$ cat src/rtl/div_unit_if.sv
// ============================================================================
//  Module      : div_unit_if
//  Description : Handshake and operand/result bundle for the iterative
//                divider. The pipeline side is the master; the divider is
//                the slave.
//  Revision    : 1.0  initial release
// ============================================================================
`default_nettype none

interface div_unit_if;
  logic        start_i;
  logic        signed_i;
  logic        annul_i;
  logic [31:0] opdata1_i;
  logic [31:0] opdata2_i;
  logic [63:0] result_o;
  logic        ready_o;
  logic        busy_o;

  modport master (
    output start_i, signed_i, annul_i, opdata1_i, opdata2_i,
    input  result_o, ready_o, busy_o
  );

  modport slave (
    input  start_i, signed_i, annul_i, opdata1_i, opdata2_i,
    output result_o, ready_o, busy_o
  );
endinterface

`default_nettype wire

$ cat src/rtl/div_unit.sv
// ============================================================================
//  Module      : div_unit
//  Description : 32-bit signed/unsigned restoring divider, one quotient bit
//                per clock. Produces {remainder, quotient} with a one-cycle
//                ready pulse; divide-by-zero short-circuits to a zero result.
//  Revision    : 1.0  initial release
// ============================================================================
`default_nettype none

module div_unit (
  input  wire logic   clk,
  input  wire logic   rst,
  div_unit_if.slave   bus
);

  typedef enum logic [1:0] {
    S_IDLE    = 2'd0,
    S_DIVZERO = 2'd1,
    S_ON      = 2'd2,
    S_END     = 2'd3
  } state_t;

  localparam logic [5:0] C_LAST_STEP = 6'd32;

  state_t      state_q, state_d;
  logic [5:0]  cnt_q, cnt_d;
  // [64:32] partial remainder, [31:0] dividend bits shifting out / quotient bits shifting in
  logic [64:0] work_q, work_d;
  logic [31:0] divisor_q, divisor_d;
  // Signed mode is folded into these two flags at launch time
  logic        neg_quot_q, neg_quot_d;
  logic        neg_rem_q, neg_rem_d;
  logic [63:0] result_q, result_d;
  logic        ready_q, ready_d;
  logic        busy_q, busy_d;

  logic [31:0] w_mag1, w_mag2;
  logic [64:0] w_shifted;
  logic [32:0] w_diff;
  logic [64:0] w_step;
  logic [31:0] w_quot, w_rem;

  // Operand magnitudes; 0x80000000 negates to itself and is read as unsigned
  always_comb begin
    w_mag1 = (bus.signed_i && bus.opdata1_i[31]) ? (32'd0 - bus.opdata1_i) : bus.opdata1_i;
    w_mag2 = (bus.signed_i && bus.opdata2_i[31]) ? (32'd0 - bus.opdata2_i) : bus.opdata2_i;
  end

  // One restoring shift-subtract step and the final sign correction
  always_comb begin
    w_shifted = {work_q[63:0], 1'b0};
    w_diff    = w_shifted[64:32] - {1'b0, divisor_q};
    if (!w_diff[32]) begin
      w_step = {w_diff, w_shifted[31:1], 1'b1};
    end else begin
      w_step = w_shifted;
    end
    w_quot = neg_quot_q ? (32'd0 - work_q[31:0])  : work_q[31:0];
    w_rem  = neg_rem_q  ? (32'd0 - work_q[63:32]) : work_q[63:32];
  end

  // Next-state and datapath control
  always_comb begin
    state_d    = state_q;
    cnt_d      = cnt_q;
    work_d     = work_q;
    divisor_d  = divisor_q;
    neg_quot_d = neg_quot_q;
    neg_rem_d  = neg_rem_q;
    result_d   = result_q;

    case (state_q)
      S_IDLE: begin
        if (bus.start_i && !bus.annul_i) begin
          cnt_d = 6'd0;
          if (bus.opdata2_i == 32'd0) begin
            state_d = S_DIVZERO;
          end else begin
            state_d    = S_ON;
            work_d     = {33'd0, w_mag1};
            divisor_d  = w_mag2;
            neg_quot_d = bus.signed_i & (bus.opdata1_i[31] ^ bus.opdata2_i[31]);
            neg_rem_d  = bus.signed_i & bus.opdata1_i[31];
          end
        end
      end
      S_DIVZERO: begin
        if (bus.annul_i) begin
          state_d = S_IDLE;
        end else begin
          state_d  = S_END;
          result_d = 64'd0;
        end
      end
      S_ON: begin
        if (bus.annul_i) begin
          state_d = S_IDLE;
        end else if (cnt_q == C_LAST_STEP) begin
          state_d  = S_END;
          result_d = {w_rem, w_quot};
        end else begin
          work_d = w_step;
          cnt_d  = cnt_q + 6'd1;
        end
      end
      default: begin
        state_d = S_IDLE;
      end
    endcase

    busy_d  = (state_d != S_IDLE);
    ready_d = (state_d == S_END);
  end

  // State and output registers; reset forces the idle state immediately
  always_ff @(posedge clk or negedge rst) begin
    if (!rst) begin
      state_q    <= S_IDLE;
      cnt_q      <= 6'd0;
      work_q     <= 65'd0;
      divisor_q  <= 32'd0;
      neg_quot_q <= 1'b0;
      neg_rem_q  <= 1'b0;
      result_q   <= 64'd0;
      ready_q    <= 1'b0;
      busy_q     <= 1'b0;
    end else begin
      state_q    <= state_d;
      cnt_q      <= cnt_d;
      work_q     <= work_d;
      divisor_q  <= divisor_d;
      neg_quot_q <= neg_quot_d;
      neg_rem_q  <= neg_rem_d;
      result_q   <= result_d;
      ready_q    <= ready_d;
      busy_q     <= busy_d;
    end
  end

  assign bus.result_o = result_q;
  assign bus.ready_o  = ready_q;
  assign bus.busy_o   = busy_q;

endmodule

`default_nettype wire

$ cat src/flat_wrapper.sv
// flat-port wrapper written by rule: the top's interface ports become plain ports
module div_unit_flat 
  (clk, rst, bus_start_i, bus_signed_i, bus_annul_i, bus_opdata1_i, bus_opdata2_i, bus_result_o, bus_ready_o, bus_busy_o);
  div_unit_if bus_i ();
  input  wire logic clk;
  input  wire logic rst;
  input wire logic [$bits(bus_i.start_i)-1:0] bus_start_i;
  input wire logic [$bits(bus_i.signed_i)-1:0] bus_signed_i;
  input wire logic [$bits(bus_i.annul_i)-1:0] bus_annul_i;
  input wire logic [$bits(bus_i.opdata1_i)-1:0] bus_opdata1_i;
  input wire logic [$bits(bus_i.opdata2_i)-1:0] bus_opdata2_i;
  output wire logic [$bits(bus_i.result_o)-1:0] bus_result_o;
  output wire logic [$bits(bus_i.ready_o)-1:0] bus_ready_o;
  output wire logic [$bits(bus_i.busy_o)-1:0] bus_busy_o;
  assign bus_i.start_i = bus_start_i;
  assign bus_i.signed_i = bus_signed_i;
  assign bus_i.annul_i = bus_annul_i;
  assign bus_i.opdata1_i = bus_opdata1_i;
  assign bus_i.opdata2_i = bus_opdata2_i;
  assign bus_result_o = bus_i.result_o;
  assign bus_ready_o = bus_i.ready_o;
  assign bus_busy_o = bus_i.busy_o;
  div_unit u_core (.clk(clk), .rst(rst), .bus(bus_i));
endmodule
$ cat config.mk
export PLATFORM = sky130hd
export DESIGN_NAME = div_unit_flat
export DESIGN_NICKNAME = d
export VERILOG_FILES = /design/src/rtl/div_unit_if.sv /design/src/rtl/div_unit.sv /design/src/flat_wrapper.sv
export SDC_FILE = /design/constraint.sdc
export NUM_CORES = 1
export LEC_CHECK = 0
export ABC_AREA = 1
export BUFFER_PORTS_ARGS = -buffer_cell sky130_fd_sc_hd__clkbuf_2
export CORE_MARGIN = 5
export CORE_UTILIZATION = 45
export CTS_CLUSTER_DIAMETER = 60
export DETAILED_ROUTE_END_ITERATION = 10
export GPL_TIMING_DRIVEN = 0
export SETUP_SLACK_MARGIN = 0.02
export SLEW_MARGIN = 20
export SYNTH_ARGS = -nofsm -noshare
export SYNTH_HDL_FRONTEND = slang
export SYNTH_SLANG_ARGS = --single-unit
$ cat constraint.sdc
create_clock -name clk -period 3.1 [get_ports clk]
set_input_delay 0.155 -clock clk [delete_from_list [all_inputs] [get_ports clk]]
set_output_delay 0.155 -clock clk [all_outputs]
set_load 0.03 [all_outputs]
==> impl_metrics.json <==
{
  "status": "completed",
  "row_count": 62,
  "critPathKind": "register to register",
  "post-route-min-period_ns": 2.84,
  "max_stage_delay_ns": 0.41,
  "drc": 0,
  "cp_max_fo": 10,
  "required_ns": 3.43,
  "max_freq_ghz": 0.353,
  "clock_skew_ns": 0.0221,
  "crit_path_frequent_cell": "nand2_1",
  "seq_area_frac_synth_pct": 33.2,
  "cp-startpoint": "u_core.work_q[31]",
  "rsz0062_at_grt": "no",
  "synth_flop_cell": "dfrtp_1",
  "vias": 13234,
  "grt_pass1_wl_um": 67800,
  "insertion_delay_ns": 0.45,
  "report.final.setup_viol": 0,
  "wl_um": 42400,
  "antenna_left": 0,
  "r2r-end": "u_core.work_q[56]",
  "fp.dieW_um": 180,
  "startpoint_type": "register",
  "drv_slew": 0,
  "leakagePower_nw": 8.24,
  "finalSetupTns_ns": 0,
  "drt_iter0_drc": 1109,
  "final_layout_size_suffix_gt1_share_pct": 10.9,
  "grt_max_degree": 88,
  "syn_nets": 2149,
  "die_h_um": 180,
  "avgViaCountPerCell": 5.10,
  "h-tree-depth": 4,
  "port_buffers": 134,
  "areaGrowthSynthToFinish_pct": 14.2,
  "r2r_cells": 18,
  "clockBufferDepth": 2,
  "yosysUniqueCellTypes": 47,
  "dp.cells": 2561,
  "dieArea_mm2": 0.0323,
  "overflow": 0,
  "start_util_pct": 45.3,
  "netlist_instances": 2041,
  "dp_slack_ns": 0.233,
  "drt_pass1_iterations": 6,
  "hpwl_um": 34400,
  "endpoint_kind": "register",
  "endpoint": "u_core.work_q[56]",
  "finalNonFillerCells": 2594,
  "synth_edf_count": 0,
  "grt_pass1_vias": 12219,
  "synth_warnings": 0,
  "synth_commonest_cells": "nand2_1, inv_1, nor2_1",
  "crit_path_top_delay_cell": "fa_1",
  "clkTransAtPathRegs_ns": 0.07,
  "wl_per_cell_um": 16.3,
  "yosys.area.top_type": "dfrtp_1",
  "numCtsBuffers": 17,
  "ir_worst_vdd_mv": 0.281,
  "cts_root_buf": "clkbuf_16",
  "syn_area_mm2": 0.0130,
  "maxCapViolCount": 0,
  "hold_class": "input port to register",
  "syn_area_per_cell_um2": 6.36,
  "maxSlewHeadroom_pct": 54.9,
  "gp_congestion": 0.936,
  "r2r_slack_ns": 0.26,
  "ios": 135,
  "hold_violations": 0,
  "grt.total_usage_pct": 25.8,
  "synth-seq-cells": 172,
  "cts_tree": "built",
  "arrival_ns": 3.16,
  "worstReg2RegStart": "u_core.work_q[31]",
  "tightest_slew_ns": 0.671,
  "final.setup.worst_slack_ns": 0.265,
  "cp_cell_sequence": "inv_1, ha_1, fa_1, inv_1, nand2_1, nand2_1, nand3_1, nand2_2, nand2_1, nand2_2, nand2_2, nand2_1, nand2_1, nand2_2, buf_6, nand3_1, nand3_1, nand2_1",
  "clkSinkCount": 172,
  "cts_setup_buffers": 0,
  "period_share_pct": 91.5,
  "p_per_area_mw_per_mm2": 504,
  "utilization_pct": 51.8,
  "fin_nets": 2306,
  "total_power_mw": 7.47,
  "yosysMostFrequentCell": "nand2_1",
  "async_flop_share_pct": 100,
  "antenna_cells": 0,
  "core_mm2": 0.0286,
  "synthTopCellsByArea": "dfrtp_1, nand2_1, inv_1, nand3_1, nor2_1",
  "antenna_found_initial": 0,
  "netlist.area_leader.share_pct": 33.2
}
[placed cells by master (no fill, tap or decap), types with 8 or more instances in the layout]
cell	count
nand2_2	8
dfrtp_1	172
inv_1	285
inv_2	9
xnor2_1	14
clkbuf_2	133
nand2_1	687
nor2_1	176
o21ai_0	120
nand4_1	37
clkbuf_16	17
ha_1	38
nor3_1	32
xor2_1	41
buf_6	8
o21ai_1	46
a21oi_1	73
nand3_1	170
buf_2	19
clkbuf_1	24
[worst max-delay path: cells and delay by family (launching register included)]
kind                       cells  cell delay, ns
buffers and inverters          3            0.37
and+or+nand+nor               13            1.32
DFF                            1            0.40
adders and majority gates      2            0.63
[how the worst min path moves through the flow]
stage | from | endpoint | depth (start not counted) | slack, ns
after floorplan | rst | u_core.bus.busy_o | 0 | -0.14
after global placement | bus_annul_i | u_core.state_q[1] | 2 | 0.45
after detailed placement | rst | u_core.divisor_q[16] | 2 | 0.21
after CTS | bus_opdata2_i[0] | u_core.divisor_q[0] | 3 | 0.0000003
after global routing | bus_opdata2_i[0] | u_core.divisor_q[0] | 3 | 0.03
final | bus_opdata2_i[0] | u_core.divisor_q[0] | 3 | 0.02
[per-stage QoR]
stage | hold WS, ns | cell area [um^2]
after floorplan | -0.141 | 13000
after global placement | 0.448 | 14100
after detailed placement | 0.211 | 14200
after CTS | 0.000000333 | 14800
after global routing | 0.0317 | 14800
final | 0.0221 | 14800
[logic make-up (layout without fill, tap and decap cells)]
family,Yosys count,count (layout),share of synthesized area (%)
xor gates and xnor gates,55,55,3.71
and+or+nand+nor,1139,1139,36.5
buffers and inverters,355,524,11.1
adders and majority gates,39,39,3.82
DFF,172,172,33.2
AOI/OAI and AO/OA,281,281,11.7
[what timing repair did]
action,4_1_cts,5_1_grt
setup endpoints to repair,0,2
hold endpoints to repair,86,0
hold buffers,2,0
gates resized for setup,0,2
[routing by layer]
metal,up-vias,track usage [%],wire length [um]
met5,-,0,0
met4,0,6.25,731
li1,6811,-,-
met1,5955,41.8,22300
met2,431,35.9,16600
met3,37,3.31,2680
[registers in the layout (all words and copies together) (netlist names)]
register	count
u_core.bus.result_o	64
u_core.work_q	64
u_core.divisor_q	32
u_core.cnt_q	6
u_core.state_q	2
u_core.bus.busy_o	1
u_core.bus.ready_o	1
u_core.neg_quot_q	1
u_core.neg_rem_q	1
[layout make-up]
type                       count  area [um^2]
multi-input combinational   1514         7250
timing repair buffer         138          754
buffer                        59          324
sequential                   172         4300
clock inverter                12          156
clock buffer                  19          443
tap                          384          480
inverter                     296         1110
fill                        3037        13800
[where the power goes]
part	switching [mW]	leakage (nW)	internal (mW)
clock network	1.02	0.290	1.23
logic	1.69	5.66	0.748
registers	0.256	2.29	2.52
No activity file was read; power rests on OpenSTA's default activity.
